### src/rtl/serial_byte_adder_pkg.sv
// Shared definitions for the serial multi-byte adder: byte width, control states,
// the registered result record and the signed-overflow rule.
package serial_byte_adder_pkg;

  localparam int unsigned BYTE_W = 8;

  typedef enum logic {
    ST_IDLE = 1'b0,
    ST_RUN  = 1'b1
  } state_e;

  typedef struct packed {
    logic [BYTE_W-1:0] sum;
    logic              cout;
    logic              last;
    logic              ovf;
  } res_t;

  // Two's-complement overflow: operands agree in sign but the result does not.
  function automatic logic signed_ovf(input logic a_msb, input logic b_msb,
                                      input logic s_msb);
    return (a_msb == b_msb) && (s_msb != a_msb);
  endfunction

endpackage

### src/rtl/serial_byte_adder_if.sv
// Byte-stream bus of the serial adder: operand input channel and result output
// channel, each with its own valid/ready handshake.
interface serial_byte_adder_if;
  import serial_byte_adder_pkg::*;

  logic              in_valid;
  logic              in_ready;
  logic [BYTE_W-1:0] in_a;
  logic [BYTE_W-1:0] in_b;
  logic              in_cin;

  logic              out_valid;
  logic              out_ready;
  logic [BYTE_W-1:0] out_sum;
  logic              out_cout;
  logic              out_last;
  logic              out_ovf;

  modport master (
    output in_valid, in_a, in_b, in_cin, out_ready,
    input  in_ready, out_valid, out_sum, out_cout, out_last, out_ovf
  );

  modport slave (
    input  in_valid, in_a, in_b, in_cin, out_ready,
    output in_ready, out_valid, out_sum, out_cout, out_last, out_ovf
  );

endinterface

### src/rtl/serial_byte_adder_fa.sv
// FA_8_bit: combinational 8-bit ripple-carry adder with carry-in, exposing the
// final carry as co_bit_8.
module FA_8_bit
  import serial_byte_adder_pkg::*;
(
  input  logic [BYTE_W-1:0] a_i,
  input  logic [BYTE_W-1:0] b_i,
  input  logic              ci_i,
  output logic [BYTE_W-1:0] sum_o,
  output logic              co_bit_8_o
);

  logic [BYTE_W:0] carry;

  always_comb begin
    carry    = '0;
    sum_o    = '0;
    carry[0] = ci_i;
    for (int unsigned i = 0; i < BYTE_W; i++) begin
      sum_o[i]     = a_i[i] ^ b_i[i] ^ carry[i];
      carry[i+1]   = (a_i[i] & b_i[i]) | (carry[i] & (a_i[i] ^ b_i[i]));
    end
    co_bit_8_o = carry[BYTE_W];
  end

endmodule

### src/rtl/serial_byte_adder.sv
// Multi-byte adder front end: takes operands one byte pair per beat (LSB first),
// chains the byte carry between beats and registers each result byte.
module serial_byte_adder
  import serial_byte_adder_pkg::*;
#(
  parameter int unsigned NUM_BYTES = 4,
  parameter int unsigned CNT_W     = 4
) (
  input  logic                 clk,
  input  logic                 rst,
  input  logic                 flush_i,
  serial_byte_adder_if.slave   bus,
  output logic                 busy_o
);

  localparam logic [CNT_W-1:0] LAST_IDX = CNT_W'(NUM_BYTES - 1);

  state_e            state_q, state_d;
  logic [CNT_W-1:0]  idx_q, idx_d;
  logic              carry_q, carry_d;
  res_t              res_q, res_d;
  logic              ovalid_q, ovalid_d;

  logic              in_ready;
  logic              accept;
  logic              is_last;
  logic              cin_eff;
  logic [BYTE_W-1:0] fa_sum;
  logic              fa_cout;

  FA_8_bit u_fa (
    .a_i        (bus.in_a),
    .b_i        (bus.in_b),
    .ci_i       (cin_eff),
    .sum_o      (fa_sum),
    .co_bit_8_o (fa_cout)
  );

  // External carry only enters on byte 0; later bytes use the chained carry.
  always_comb begin
    in_ready = !rst && !flush_i && (!ovalid_q || bus.out_ready);
    accept   = bus.in_valid && in_ready;
    is_last  = (idx_q == LAST_IDX);
    cin_eff  = (idx_q == '0) ? bus.in_cin : carry_q;
  end

  always_comb begin
    state_d  = state_q;
    idx_d    = idx_q;
    carry_d  = carry_q;
    res_d    = res_q;
    ovalid_d = ovalid_q;

    if (ovalid_q && bus.out_ready) begin
      ovalid_d = 1'b0;
    end

    if (flush_i) begin
      state_d  = ST_IDLE;
      idx_d    = '0;
      carry_d  = 1'b0;
      ovalid_d = 1'b0;
    end else if (accept) begin
      ovalid_d   = 1'b1;
      res_d.sum  = fa_sum;
      res_d.cout = fa_cout;
      res_d.last = is_last;
      res_d.ovf  = is_last && signed_ovf(bus.in_a[BYTE_W-1], bus.in_b[BYTE_W-1],
                                         fa_sum[BYTE_W-1]);
      unique case (state_q)
        ST_IDLE: begin
          state_d = ST_RUN;
          idx_d   = idx_q + CNT_W'(1);
          carry_d = fa_cout;
        end
        ST_RUN: begin
          if (is_last) begin
            state_d = ST_IDLE;
            idx_d   = '0;
            carry_d = 1'b0;
          end else begin
            idx_d   = idx_q + CNT_W'(1);
            carry_d = fa_cout;
          end
        end
        default: state_d = ST_IDLE;
      endcase
    end
  end

  always_ff @(posedge clk) begin
    if (rst) begin
      state_q  <= ST_IDLE;
      idx_q    <= '0;
      carry_q  <= 1'b0;
      res_q    <= '0;
      ovalid_q <= 1'b0;
    end else begin
      state_q  <= state_d;
      idx_q    <= idx_d;
      carry_q  <= carry_d;
      res_q    <= res_d;
      ovalid_q <= ovalid_d;
    end
  end

  always_comb begin
    bus.in_ready  = in_ready;
    bus.out_valid = ovalid_q;
    bus.out_sum   = res_q.sum;
    bus.out_cout  = res_q.cout;
    bus.out_last  = res_q.last;
    bus.out_ovf   = res_q.ovf;
    busy_o        = (idx_q != '0) || ovalid_q;
  end

endmodule
### src/flat_wrapper.sv
// flat-port wrapper written by rule: the top's interface ports become plain ports
module serial_byte_adder_flat import serial_byte_adder_pkg::*;
#(
  parameter int unsigned NUM_BYTES = 4,
  parameter int unsigned CNT_W     = 4
)
  (clk, rst, flush_i, busy_o, bus_in_valid, bus_in_a, bus_in_b, bus_in_cin, bus_out_ready, bus_in_ready, bus_out_valid, bus_out_sum, bus_out_cout, bus_out_last, bus_out_ovf);
  serial_byte_adder_if bus_i ();
  input  logic clk;
  input  logic rst;
  input  logic flush_i;
  output logic busy_o;
  input wire logic [$bits(bus_i.in_valid)-1:0] bus_in_valid;
  input wire logic [$bits(bus_i.in_a)-1:0] bus_in_a;
  input wire logic [$bits(bus_i.in_b)-1:0] bus_in_b;
  input wire logic [$bits(bus_i.in_cin)-1:0] bus_in_cin;
  input wire logic [$bits(bus_i.out_ready)-1:0] bus_out_ready;
  output wire logic [$bits(bus_i.in_ready)-1:0] bus_in_ready;
  output wire logic [$bits(bus_i.out_valid)-1:0] bus_out_valid;
  output wire logic [$bits(bus_i.out_sum)-1:0] bus_out_sum;
  output wire logic [$bits(bus_i.out_cout)-1:0] bus_out_cout;
  output wire logic [$bits(bus_i.out_last)-1:0] bus_out_last;
  output wire logic [$bits(bus_i.out_ovf)-1:0] bus_out_ovf;
  assign bus_i.in_valid = bus_in_valid;
  assign bus_i.in_a = bus_in_a;
  assign bus_i.in_b = bus_in_b;
  assign bus_i.in_cin = bus_in_cin;
  assign bus_i.out_ready = bus_out_ready;
  assign bus_in_ready = bus_i.in_ready;
  assign bus_out_valid = bus_i.out_valid;
  assign bus_out_sum = bus_i.out_sum;
  assign bus_out_cout = bus_i.out_cout;
  assign bus_out_last = bus_i.out_last;
  assign bus_out_ovf = bus_i.out_ovf;
  serial_byte_adder #(.NUM_BYTES(NUM_BYTES), .CNT_W(CNT_W)) u_core (.clk(clk), .rst(rst), .flush_i(flush_i), .bus(bus_i), .busy_o(busy_o));
endmodule
### config.mk
export PLATFORM = sky130hd
export DESIGN_NAME = serial_byte_adder_flat
export DESIGN_NICKNAME = d
export VERILOG_FILES = /design/src/rtl/serial_byte_adder_pkg.sv /design/src/rtl/serial_byte_adder_if.sv /design/src/rtl/serial_byte_adder_fa.sv /design/src/rtl/serial_byte_adder.sv /design/src/flat_wrapper.sv
export SDC_FILE = /design/constraint.sdc
export NUM_CORES = 1
export LEC_CHECK = 0
export CAP_MARGIN = 20
export CORE_ASPECT_RATIO = 1.25
export CORE_MARGIN = 3
export CORE_UTILIZATION = 23
export CTS_BUF_LIST = sky130_fd_sc_hd__clkbuf_4 sky130_fd_sc_hd__clkbuf_8
export CTS_CLUSTER_SIZE = 40
export DETAILED_ROUTE_END_ITERATION = 8
export PLACE_DENSITY = 0.46
export SLEW_MARGIN = 5
export SYNTH_ARGS = -nofsm -noshare
export SYNTH_HDL_FRONTEND = slang
export SYNTH_SLANG_ARGS = --single-unit
### constraint.sdc
create_clock -name clk -period 12.1 [get_ports clk]
set_input_delay 1.815 -clock clk [delete_from_list [all_inputs] [get_ports clk]]
set_output_delay 1.815 -clock clk [all_outputs]
set_load 0.005 [all_outputs]
### After elaboration in Yosys (flattened, before gate mapping)

Index checks and enable logic that the tools add are counted.

* bits in registers: 18
* word-level logic and storage cells: 79

* equality and inequality tests: 3
* muxes and demuxes: 9
* reductions and logical operators: 16
* bitwise logic cells: 42
* add/subtract/negate cells: 1

Operator list (count)
* 1-bit bitwise AND: 16
* 1-bit bitwise XOR: 16
* 1-bit OR: 8
* 4-bit one-hot mux with 2 select lines: 1
* 1-bit logical AND: 6
* 1-bit two-way mux: 5
* 4-bit by 1-bit adder with 4-bit output (second input constant): 1
* 4-bit by 2-bit == test with 1-bit output (second input constant): 1
* 4-bit zero test: 1
* 4-bit two-way mux: 1
* 1-bit one-hot mux with 2 select lines: 2
* 4-bit nonzero test: 1
* 1-bit zero test: 3
* 1-bit logical OR: 2
* 1-bit inverter: 2
* 2-bit AND reduction: 1
* 2-bit nonzero test: 1
* 2-bit OR reduction: 1
* 1-bit == test: 1
* 1-bit != test: 1

### Logic depth before layout (Yosys ltp)

Gate-level depths: netlist of run 1.

* word-level depth: 20
* mapped depth: 17

### Modules after synthesis

From an unflattened synthesis of run 1, not the netlist that was laid out.

* cells, all modules: 117
* area, all modules: 1132.3 um^2

By module, submodules not included
* serial_byte_adder: sequential area each 360.3 um^2, times used 1, cells each 99, area an instance 934.6 um^2
* FA_8_bit: sequential area each 0.0 um^2, times used 1, cells each 18, area an instance 197.7 um^2

### Worst setup path before layout of run 1

Ideal clock, no wire load.

* path kind: input to register
* start: input port bus_in_cin
* end: register u_core.res_q, in the netlist u_core.bus.out_ovf
* stages: 14
* slack: 6.551 ns
* arrival: 5.479 ns
* path buffers: 0
* required time: 12.030 ns
* path through: mux2_1 fa_1 fa_1 fa_1 fa_1 fa_1 fa_1 inv_1 fa_1 fa_1 xor2_1 nor2_1 nand4_1 a21oi_1

* longest elaborated chain between the ends: 19

Ends and longest elaborated chain
* start: declaration: RTL line flat_wrapper.sv:16 `input wire logic [$bits(bus_i.in_cin)-1:0] bus_in_cin;`
* 1-bit two-way mux: RTL line serial_byte_adder.sv:44 `cin_eff = (idx_q == '0) ? bus.in_cin : carry_q;`
* 1-bit bitwise AND: RTL line serial_byte_adder_fa.sv:21 `carry[i+1] = (a_i[i] & b_i[i]) | (carry[i] & (a_i[i] ^ b_i[i]));`
* 1-bit OR: RTL line serial_byte_adder_fa.sv:21
* 1-bit bitwise AND: RTL line serial_byte_adder_fa.sv:21
* 1-bit OR: RTL line serial_byte_adder_fa.sv:21
* 1-bit bitwise AND: RTL line serial_byte_adder_fa.sv:21
* 1-bit OR: RTL line serial_byte_adder_fa.sv:21
* 1-bit bitwise AND: RTL line serial_byte_adder_fa.sv:21
* [3 not listed]
* 1-bit bitwise AND: RTL line serial_byte_adder_fa.sv:21
* 1-bit OR: RTL line serial_byte_adder_fa.sv:21
* 1-bit bitwise AND: RTL line serial_byte_adder_fa.sv:21
* 1-bit OR: RTL line serial_byte_adder_fa.sv:21
* 1-bit bitwise XOR: RTL line serial_byte_adder_fa.sv:20 `sum_o[i] = a_i[i] ^ b_i[i] ^ carry[i];`
* 1-bit != test: RTL line serial_byte_adder_pkg.sv:22 `return (a_msb == b_msb) && (s_msb != a_msb);`
* 1-bit logical AND: RTL line serial_byte_adder_pkg.sv:22
* 1-bit logical AND: RTL line serial_byte_adder.sv:68 `res_d.ovf = is_last && signed_ovf(bus.in_a[BYTE_W-1], bus.in_b[BYTE_W-1],`
* end signal: assignment: RTL line serial_byte_adder.sv:102 `res_q <= res_d;`
* end: declaration: RTL line serial_byte_adder.sv:21 `res_t res_q, res_d;`

Every way passes these cells.
A chain may end at the register's enable or synchronous reset.

### Worst setup path in the final report of run 1

Same ends and word-level chain as after synthesis.

==> results of run 1 <==
==> registers in the layout, summed over array words and instances, names as in the netlist <==
register / count
u_core.bus.out_cout: 1
u_core.carry_q: 1
u_core.bus.out_valid: 1
u_core.bus.out_sum: 8
u_core.state_q: 1
u_core.bus.out_ovf: 1
u_core.idx_q: 4
u_core.bus.out_last: 1
==> critical path: cells and delay by family <==
kind            cells  cell delay (ns)
compound gates      1             0.16
mux                 1             0.30
xor+xnor            1             0.18
buf+inv             2             0.46
simple gates        2             0.18
fa+ha+maj           8             2.92
==> metal layers <==
metal	up-vias	wire length, um	track usage
li1	412	-	-
met1	384	873	0.1064
met2	16	1301	0.1763
met3	4	91	0.02460
met4	0	42	0.06402
met5	-	0	0
==> synth_stat cells <==
master,count,share of area
clkbuf_1,2,0.0080
nand3b_1,2,0.016
mux2_1,1,0.012
buf_2,2,0.011
nand2b_1,1,0.0067
fa_1,8,0.17
nor2b_1,1,0.0067
nand2_1,20,0.080
ha_1,3,0.040
nor2_1,9,0.036
xor2_1,1,0.0093
or2_1,1,0.0067
inv_1,7,0.028
a21oi_1,13,0.069
dfxtp_1,18,0.38
buf_6,1,0.012
or3_1,1,0.0067
a311oi_2,1,0.016
a31oi_1,1,0.0067
nand4_1,1,0.0067
o21ai_0,1,0.0053
and3_1,1,0.0067
a211oi_1,3,0.024
nand3_1,6,0.032
==> cell type report <==
type | instances | area [sq um]
Tap cell | 54 | 67.56
Multi-Input combinational cell | 75 | 523.0
Inverter | 7 | 26.28
Fill cell | 400 | 2465
Clock buffer | 4 | 55.05
Timing Repair Buffer | 35 | 350.3
Sequential cell | 18 | 360.3
==> per-stage QoR <==
step	setup WS, ns	hold slack [ns]	power [mW]
3_3_place_gp	6.042	0.4427	0.08927
2_1_floorplan	6.551	0.4295	0.07508
6_report	6.254	0.4577	0.1372
3_5_place_dp	5.953	0.4543	0.08956
5_1_grt	6.096	0.4741	0.1455
4_1_cts	6.233	0.4648	0.1396
==> cells by family (layout without fill, tap and decap cells) <==
family                     after synthesis  after routing
AOI/OAI and AO/OA                       19             19
xor gates and xnor gates                 1              1
adders and majority gates               11             11
buffers and inverters                   12             46
DFF                                     18             18
muxes                                    1              1
and+or+nand+nor                         43             43
==> power by group through the flow <==
stage          clock (mW)  combinational (mW)  sequential [mW]
2_1_floorplan           0              0.0116           0.0635
5_1_grt            0.0543              0.0289           0.0623
6_report           0.0493              0.0257           0.0621
3_5_place_dp            0              0.0261           0.0635
3_3_place_gp            0              0.0258           0.0634
4_1_cts            0.0512              0.0262           0.0621
==> worst max-delay path by stage <==
stage	cells past startpoint	start	slack, ns	end
global placement	15	bus_in_cin	6.04	u_core.bus.out_ovf
global route	15	bus_in_cin	6.10	u_core.bus.out_ovf
floorplan	14	bus_in_cin	6.55	u_core.bus.out_ovf
detailed placement	15	bus_in_cin	5.95	u_core.bus.out_ovf
finish	15	bus_in_cin	6.25	u_core.bus.out_ovf
CTS	15	bus_in_cin	6.23	u_core.bus.out_ovf
==> layout by cell type (no fill, tap or decap), types with 2 or more instances in the layout <==
master,instances
clkdlybuf4s50_1,35
dfxtp_1,18
clkbuf_8,4
nor2_1,9
fa_1,8
nand2_1,20
nand3b_1,2
ha_1,3
inv_1,7
a211oi_1,3
a21oi_1,13
nand3_1,6
==> impl_metrics.yaml, run 1 <==
status:
  outcome: "completed"
sta:
  worst_pin_slew_ns: 0.7208
  fin_setup_tns_ns: 0
  hold_viol_final: 0
  rsz0062_at_grt: "false"
  skew_ns: 0.002876
  period_share: 0.4831
  min_period_ns: 5.846
  setup_viol: 0
  max_slew_margin: 0.5195
  fmax_ghz: 0.1711
  drv_slew: 0
min_path:
  hold_path.class: "reg2reg"
  hold_path_end: "u_core.bus.out_sum[5]"
  min_from: "u_core.bus.out_sum[5]"
  hold_depth: 2
worst_setup_path:
  reg2reg_from: "u_core.idx_q[2]"
  cp.arrival_ns: 6.02
  worstSetupPathType: "in2reg"
  slowest_delay_ns: 0.44
  required_ns: 12.28
  worst_r2r_endpoint: "u_core.bus.out_ovf"
  endpoint_kind: "flop"
  slowest_stage: "fa_1"
  r2r_slack_ns: 7.38
  path_common_cell: "fa_1"
  ff2ff_path_depth: 16
  crit_path_cell_trace: "clkdlybuf4s50_1 -> mux2_1 -> fa_1 -> fa_1 -> fa_1 -> fa_1 -> fa_1 -> fa_1 -> inv_1 -> fa_1 -> fa_1 -> xor2_1 -> nor2_1 -> nand4_1 -> a21oi_1"
  cp_max_fo: 2
  start_kind: "input pin"
synth:
  avgSynthCellArea_sq_um: 8.937
  synthAdderAreaFrac: 0.2107
  synth_top_family_by_area: "adder cells"
  syn_area_sq_um: 938.4
  synth_simple_gate_area_share: 0.2040
  seq_area_frac_synth: 0.3840
  ys_ff_latch: 18
  synth_compound_area_frac: 0.1213
  yosysWarnings: 0
  postSynthCellCount: 105
  synth_mux_area_frac: 0.01200
  netlist-cell-type-count: 24
  synth_xor_area_frac: 0.009333
  syn-num-nets: 138
route:
  wl_per_cell_um: 11.96
  num_vias: 816
  routed_wirelength_um: 2309
  antenna_left: 0
  drt_iter0_drc: 12
  remaining_drc_errors: 0
  dr.pass1.iters: 3
  vias_per_cell: 4.228
power:
  pwr_density_cell_nw_per_um2: 99.21
  clockPowerShare: 0.359
  p_int_mw: 0.1049
  combinationalPowerShare: 0.188
  switching_share: 0.2354
  power_switching_mw: 0.03228
  p_leak_nw: 0.4974
  vdd_drop_max_uv: 35.84
  seqPwrFrac: 0.453
final_layout:
  drive_gt1_frac: 0.03597
  antenna_cells: 0
  nets: 173
  fin_area_sq_um: 1383
  final_util: 0.3594
  syn_to_final_growth_pct: 47.33
  fin_cells: 193
clock_network:
  root_buffer: "clkbuf_8"
  cts-htree-levels: 1
  cts_sinks: 18
  cts_resized: 0
  clockBufferDepth: 2
  clk_latency_ns: 0.25
  post_cts_buffers: 0
  cts_buffers: 3
  cts_tree: "built"
  clkTransAtPathRegs_ns: 0.07
  postCtsHoldBufs: 0
die:
  die_w_um: 63.13
  io_pins: 36
  start_util: 0.2439
  rows: 25
  die_y_um: 77.42
  die_area_sq_um: 4887
  core_sq_um: 3847
placement:
  dp_hpwl_um: 1839
  place_area_sq_um: 1328
  place_congestion: 0.7198
  dp_cells: 189
  io_buffers: 35
grt:
  grt_max_degree: 21
  grt_overflow: 0
  grt_use_total: 0.1007
  antenna_found_initial: 0
  grt_pass1_vias: 834
  grt_pass1_wl_um: 3822
run:
  cap_violations: 0
Power figures use the tool's default switching activity.
==> run 2: changes to the inputs <==
==> constraint.sdc (replaced) <==
create_clock -name clk -period 5.9 [get_ports clk]
set_input_delay 0.885 -clock clk [delete_from_list [all_inputs] [get_ports clk]]
set_output_delay 0.885 -clock clk [all_outputs]
set_load 0.005 [all_outputs]
==> results of run 2 <==
The final DEF is identical to that of run 1. Status: completed.
Among the figures that moved: setup slack after placement 5.953 ns -> 0.6833 ns; setup slack after layout 6.254 ns -> 0.9844 ns; register-to-register setup slack 7.38 ns -> 1.18 ns; total power 0.1372 mW -> 0.2813 mW; worst IR drop on VDD 35.84 uV -> 73.50 uV
==> run 3: changes to the inputs <==
--- a/config.mk
+++ b/config.mk
@@ -12,7 +12,7 @@
 export CTS_BUF_LIST = sky130_fd_sc_hd__clkbuf_4 sky130_fd_sc_hd__clkbuf_8
 export CTS_CLUSTER_SIZE = 40
 export DETAILED_ROUTE_END_ITERATION = 8
-export PLACE_DENSITY = 0.46
+export PLACE_DENSITY = 0.48
 export SLEW_MARGIN = 5
 export SYNTH_ARGS = -nofsm -noshare
 export SYNTH_HDL_FRONTEND = slang
==> constraint.sdc (replaced) <==
create_clock -name clk -period 4.2 [get_ports clk]
set_input_delay 0.63 -clock clk [delete_from_list [all_inputs] [get_ports clk]]
set_output_delay 0.63 -clock clk [all_outputs]
set_load 0.005 [all_outputs]
==> run 3 against run 2 <==
Net effect:
- the run now ends with negative setup slack left
- sequential share of layout area decreased by 1.5 points
- power grew 35%
- register-to-register slack lost 1.3 ns
==> impl_metrics.yaml, run 3 (synthesis gave the netlist of run 1 again) <==
sta:
  hold_viol_final: 0
  min_period_ns: 4.273
  finalWorstSetupSlack_ns: -0.07348
  max_slew_margin: 0.5124
  rsz0062_at_grt: "true"
  skew_ns: 0.001112
  fmax_ghz: 0.2340
  fin_setup_tns_ns: -0.07348
  drv_slew: 0
  period_share: 1.017
  setup_viol: 1
  whs_ns: 0.4544
  worst_pin_slew_ns: 0.7314
route:
  remaining_drc_errors: 0
  drt_iter0_drc: 26
  wl_per_cell_um: 11.83
  routed_wirelength_um: 2366
  num_vias: 856
  vias_per_cell: 4.280
  dr.pass1.iters: 5
  antenna_left: 0
final_layout:
  largest_register_ffs: 8
  final_common_cell: "clkdlybuf4s50_1"
  fin_cells: 200
  nets: 181
  fin_area_sq_um: 1478
  mostFrequentLayoutCells: "clkdlybuf4s50_1 (34), nand2_1 (19), dfxtp_1 (16), a21oi_1 (12)"
  antenna_cells: 0
  drive_gt1_frac: 0.1986
  syn_to_final_growth_pct: 57.47
  final_util: 0.3841
die:
  die_area_sq_um: 4887
  die_w_um: 63.13
  die_y_um: 77.42
  core_sq_um: 3847
  io_pins: 36
  rows: 25
  start_util: 0.2439
grt:
  antenna_found_initial: 0
  grt_overflow: 0
  grt_pass1_vias: 871
  grt_pass1_wl_um: 3919
  grt_use_total: 0.1009
  grt_max_degree: 21
power:
  combinationalPowerShare: 0.216
  p_leak_nw: 0.5313
  p_int_mw: 0.2880
  pwr_density_cell_nw_per_um2: 257.2
  switching_share: 0.2423
  seqPwrFrac: 0.470
  clockPowerShare: 0.313
  power_switching_mw: 0.09208
  vdd_drop_max_uv: 112.1
clock_network:
  cts_buffers: 3
  cts_sinks: 18
  cts_tree: "built"
  clk_latency_ns: 0.25
  root_buffer: "clkbuf_8"
  clockBufferDepth: 2
  cts-htree-levels: 1
  clkTransAtPathRegs_ns: 0.07
  postCtsHoldBufs: 0
worst_setup_path:
  start_kind: "flop"
  cp_max_fo: 2
  required_ns: 4.38
  endpoint_kind: "flop"
  worstSetupPathType: "reg2reg"
  cp.arrival_ns: 4.45
placement:
  place_area_sq_um: 1385
  io_buffers: 35
  place_congestion: 0.7289
  dp_cells: 194
  dp_hpwl_um: 1829
status:
  outcome: "finished, violations left"
  violations: "negative setup slack"
run:
  cap_violations: 0
min_path:
  hold_path.class: "reg2reg"
[run 3: what timing repair did]
item                                    4_1_cts  5_1_grt
endpoints found under the setup margin        2        2
setup buffers                                 2        1
resized for setup                             9        3
pin swaps                                    13       12
[run 3: layout make-up]
| type | count | area, sq um |
|---|---|---|
| Fill cell | 401 | 2370 |
| Timing Repair Buffer | 43 | 409.1 |
| Inverter | 7 | 26.28 |
| Tap cell | 54 | 67.56 |
| Multi-Input combinational cell | 75 | 570.5 |
| Sequential cell | 18 | 362.8 |
| Clock buffer | 3 | 41.29 |
[run 3: power by group through the flow]
stage                     Combinational (mW)  Sequential (mW)  Clock [mW]
after floorplan                       0.0354            0.183           0
after global placement                0.0778            0.183           0
after detailed placement              0.0791            0.183           0
after CTS                             0.0839            0.179       0.126
after global routing                  0.0920            0.179       0.132
final                                 0.0822            0.179       0.119
[run 3: per-layer routing]
layer  part of all wire  GRT usage  vias up  wire (um)
met5                  0          0        -          0
met4              0.014    0.03974        0         33
met3              0.036    0.01447        4         86
met2               0.55     0.1837       18       1308
met1               0.40     0.1169      406        938
li1                   -          -      428          -
[run 3: final timing paths]
check / from / endpoint / slack, ns / depth (start not counted)
min reg2reg: u_core.bus.out_sum[3] / u_core.bus.out_sum[3] / 0.45 / 2
min: u_core.bus.out_sum[3] / u_core.bus.out_sum[3] / 0.45 / 2
max: u_core.idx_q[0] / u_core.bus.out_ovf / -0.07 / 17
max reg2reg: u_core.idx_q[0] / u_core.bus.out_ovf / -0.07 / 17
[run 3: per-stage QoR]
step	total power [mW]	setup slack (ns)
6_report	0.3801	-0.07348
5_1_grt	0.4033	-0.2217
4_1_cts	0.3883	-0.2377
3_5_place_dp	0.2617	-0.5638
3_3_place_gp	0.2605	-0.4661
2_1_floorplan	0.2182	-0.01369
[run 3: critical path: stages (launching register included)]
cell and delay, ns:
dfxtp_2 0.33, inv_2 0.05, ha_4 0.16, nand2_4 0.05, mux2_4 0.30, fa_2 0.34, fa_2 0.35, fa_2 0.35
fa_2 0.34, fa_2 0.34, fa_2 0.34, inv_2 0.06, fa_2 0.19, fa_1 0.45, xor2_1 0.16, nor2_1 0.10
nand4_1 0.12, a21oi_2 0.17
